[src/rtl/half_subtractor.sv]
// Lane-parallel registered half subtractor with valid qualifier and saturating borrow counter.
module half_subtractor #(
    parameter int WIDTH      = 1,
    parameter bit REGISTERED = 1'b1,
    parameter int CNT_W      = 8
) (
    input  logic             clk,
    input  logic             rst,
    input  logic             in_valid,
    input  logic [WIDTH-1:0] a,
    input  logic [WIDTH-1:0] b,
    output logic [WIDTH-1:0] diff,
    output logic [WIDTH-1:0] bout,
    output logic             out_valid,
    output logic             bout_any,
    output logic [CNT_W-1:0] borrow_cnt
);
    // purpose: per-lane a-b (diff = a^b, bout = ~a&b), lanes independent, no borrow-in
    // latency: 1 cycle when REGISTERED=1, 0 cycles when REGISTERED=0
    // backpressure: none; each result is shown for one cycle, then overwritten

    logic [WIDTH-1:0] diff_c;
    logic [WIDTH-1:0] bout_c;
    logic             cnt_inc;

    assign diff_c = a ^ b;
    assign bout_c = ~a & b;

    generate
        if (REGISTERED) begin : g_reg
            // Data registers load every cycle; out_valid alone marks a real result.
            always_ff @(posedge clk) begin
                if (rst) begin
                    diff      <= '0;
                    bout      <= '0;
                    out_valid <= 1'b0;
                end else begin
                    diff      <= diff_c;
                    bout      <= bout_c;
                    out_valid <= in_valid;
                end
            end
        end else begin : g_comb
            assign diff      = diff_c;
            assign bout      = bout_c;
            assign out_valid = in_valid;
        end
    endgenerate

    assign bout_any = |bout;

    // out_valid=0 masks any X on the data path so the counter stays clean.
    assign cnt_inc = out_valid & bout_any;

    always_ff @(posedge clk) begin
        if (rst) begin
            borrow_cnt <= '0;
        end else if (cnt_inc && (borrow_cnt != {CNT_W{1'b1}})) begin
            borrow_cnt <= borrow_cnt + CNT_W'(1);
        end
    end

endmodule

[config.mk]
export PLATFORM = sky130hd
export DESIGN_NAME = half_subtractor
export DESIGN_NICKNAME = d
export VERILOG_FILES = /design/src/rtl/half_subtractor.sv
export SDC_FILE = /design/constraint.sdc
export NUM_CORES = 1
export LEC_CHECK = 0
export BUFFER_PORTS_ARGS = -buffer_cell sky130_fd_sc_hd__buf_2
export CAP_MARGIN = 20
export CORE_AREA = 4 4 41 43
export CTS_BUF_LIST = sky130_fd_sc_hd__clkbuf_4 sky130_fd_sc_hd__clkbuf_8
export CTS_CLUSTER_SIZE = 40
export DETAILED_ROUTE_END_ITERATION = 8
export DIE_AREA = 0 0 45 47
export GPL_ROUTABILITY_DRIVEN = 0
export PLACE_DENSITY = 0.76
export SLEW_MARGIN = 40
export SYNTH_ARGS = -nofsm -noshare
export SYNTH_HDL_FRONTEND = slang
export SYNTH_SLANG_ARGS = --single-unit
[constraint.sdc]
create_clock -name clk -period 1.5 [get_ports clk]
set_input_delay 0.075 -clock clk [delete_from_list [all_inputs] [get_ports clk]]
set_output_delay 0.075 -clock clk [all_outputs]
set_load 0.005 [all_outputs]
==> flow_metrics.tcl <==
set metrics [dict create \
    postCtsSetupBuffers 0 \
    fin_ws_ns 0.0967 \
    port_buffers 16 \
    avgSynthCellArea_um2 9.50 \
    yosysWarnings 0 \
    path_cells "ha_1 -> and4_4 -> a21oi_4 -> mux2_4" \
    dp.final_hpwl_um 764 \
    worst_pin_slew_ns 0.247 \
    cts-root-buf "clkbuf_4" \
    grt_pass1_vias 427 \
    critPathMaxFanout 6 \
    power_density_nw_per_um2 830 \
    finalSetupViolCount 0 \
    cp_data_required_time_ns 1.67 \
    slowest_stage "dfxtp_1" \
    layout_worst_path_cycle_share 0.936 \
    nets 83 \
    rows 13 \
    syn_inst 56 \
    relSlewSlack 0.834 \
    vias 474 \
    post-route-drc-count 0 \
    htree_num_levels 1 \
    fin_tns_setup_ns 0 \
    ys_ff_latch 11 \
    start_util 0.409 \
    core_um2 1300 \
    start_kind "flip-flop" \
    drt_iter0_drc 9 \
    holdCritPathClass "input port to flip-flop" \
    cts_tree "built" \
    crit_type "flip-flop to flip-flop" \
    overflow 0 \
    regArea_um2 220 \
    end_kind "flip-flop" \
    viasPerCell 5.27 \
    power_leakage_nw 0.313 \
    dpl-instance-area_um2 623 \
    fin_skew_ns 0.00501 \
    grtUsageTotal 0.136 \
    yosysSeqAreaShare 0.414 \
    synth.largest_area_cell "dfxtp_1" \
    status "completed" \
    synthToLayoutAreaGrowth_pct 26.1 \
    pre_cts_ws_ns 0.0849 \
    grt_max_degree 14 \
    synth_area_um2 532 \
    crit_path_max_incr_delay_ns 0.35 \
    die_w_um 45 \
    synth.distinct_cells 30 \
    worst-path-buf-inv 0 \
    drive_above_1_share 0.347 \
    dieHeight_um 47 \
    wl_per_cell_um 11.9 \
    yosysTopAreaCellShare 0.414 \
    cts_buffer_depth 2 \
    fin_crit_ns 1.40 \
    worstPathArrival_ns 1.58 \
    final_design_area_no_fill_um2 671 \
    rsz0062_at_grt "no" \
    nFillCells 131 \
    fmax_mhz 713 \
    routed_wl_um 1070 \
    io_pins 17 \
    insertion_delay_ns 0.28 \
    hold_viol_final 0 \
    fp.dieArea_um2 2120 \
    ir_worst_vdd_uv 382 \
    ant_nets 0 \
    synth_fp_nets 63 \
    antenna_cells 0 \
    cts.sinks 11 \
    firstDrtPassIters 4 \
    path_clk_slew_ns 0.07 \
    antenna_found_initial 0 \
    drv_cap 0 \
    critPathTopFamily "flip-flops" \
    multi_input_area_um2 293 \
    grt_pass1_wl_um 1980 \
    cts_made_buffers 3 \
    synth_area_leaders "dfxtp_1 41%, ha_1 4.7%, nor2b_1 4.7%" \
    slew_violations 0 \
]
==> cells in the mapped netlist, drive strengths merged <==
| library cell | instances |
|---|---|
| a31oi | 2 |
| nand3 | 1 |
| clkbuf | 2 |
| and4b | 1 |
| nor4 | 1 |
| mux2 | 1 |
| nor2b | 4 |
| ha | 2 |
| and3 | 2 |
| buf | 2 |
| nand4 | 1 |
| and2 | 1 |
| a21oi | 4 |
| nand2b | 2 |
| o21bai | 1 |
| a311oi | 1 |
| inv | 1 |
| and4 | 2 |
| a41oi | 1 |
| nand2 | 3 |
| a21boi | 1 |
| a41o | 1 |
| nor2 | 3 |
| dfxtp | 11 |
| nor3 | 2 |
| mux2i | 1 |
| a211oi | 2 |
==> per-layer routing <==
layer	vias to the layer above	share of wire	GRT usage
met5	-	0	0
met4	0	0.013	0.0877
met3	2	0.084	0.0766
met2	13	0.45	0.172
met1	215	0.46	0.175
li1	244	-	-
==> path summary, 6_finish.rpt <==
kind	from	to	slack, ns	cells past startpoint
setup reg to reg	borrow_cnt[0]	borrow_cnt[0]	0.1	4
hold reg to reg	borrow_cnt[7]	borrow_cnt[7]	0.54	1
setup / recovery	borrow_cnt[0]	borrow_cnt[0]	0.1	4
hold / removal	b	diff	0.06	3
==> where the power goes <==
part           internal [W]  switching (W)
logic             0.0000166      0.0000134
registers          0.000297     0.00000404
clock network      0.000121       0.000104
==> layout make-up <==
class | count | share of cell area
multi-input cells | 40 | 0.437
flip-flops and latches | 11 | 0.328
repair buffers | 19 | 0.157
clock buffers | 4 | 0.0448
well taps | 15 | 0.0280
inverters | 1 | 0.00560
==> layout by cell type (no fill, tap or decap), types with 3 or more instances in the layout <==
cell / instances
nor2_1: 3
nand2_1: 3
a21oi_1: 3
dfxtp_1: 11
buf_2: 16
nor2b_1: 4
clkbuf_4: 4
==> per-stage QoR <==
step | total power, W | util | hold WS (ns) | cells
finish | 0.000557 | 0.515 | 0.0627 | 90
floorplan | 0.000323 | - | 0.203 | 56
global placement | 0.000335 | 0.479 | 0.285 | 85
CTS | 0.000569 | 0.510 | 0.0496 | 90
detailed placement | 0.000336 | 0.479 | 0.295 | 85
global route | 0.000589 | 0.515 | 0.0513 | 90
==> state kept, by name, indices dropped and copies added (netlist names) <==
name	count
diff	1
bout	1
borrow_cnt	8
out_valid	1
==> what timing repair did <==
| action | CTS | global route |
|---|---|---|
| hold buffers | 1 | 0 |
| hold endpoints to repair | 1 | 0 |
| gates resized for setup | 0 | 1 |
| endpoints found under the setup margin | 0 | 1 |
==> worst register-to-register path: stages (launching register included) <==
cell and delay (ns):
dfxtp_1 0.35, ha_1 0.24, and4_4 0.22, a21oi_4 0.17, mux2_4 0.31
==> logic make-up after synthesis <==
| family | synth area share |
|---|---|
| AOI/OAI and AO/OA | 0.176 |
| adders and majority gates | 0.0471 |
| buffers and inverters | 0.0494 |
| DFF | 0.414 |
| muxes | 0.0471 |
| and+or+nand+nor | 0.266 |
Note: power is estimated with default switching activity, not from simulation.
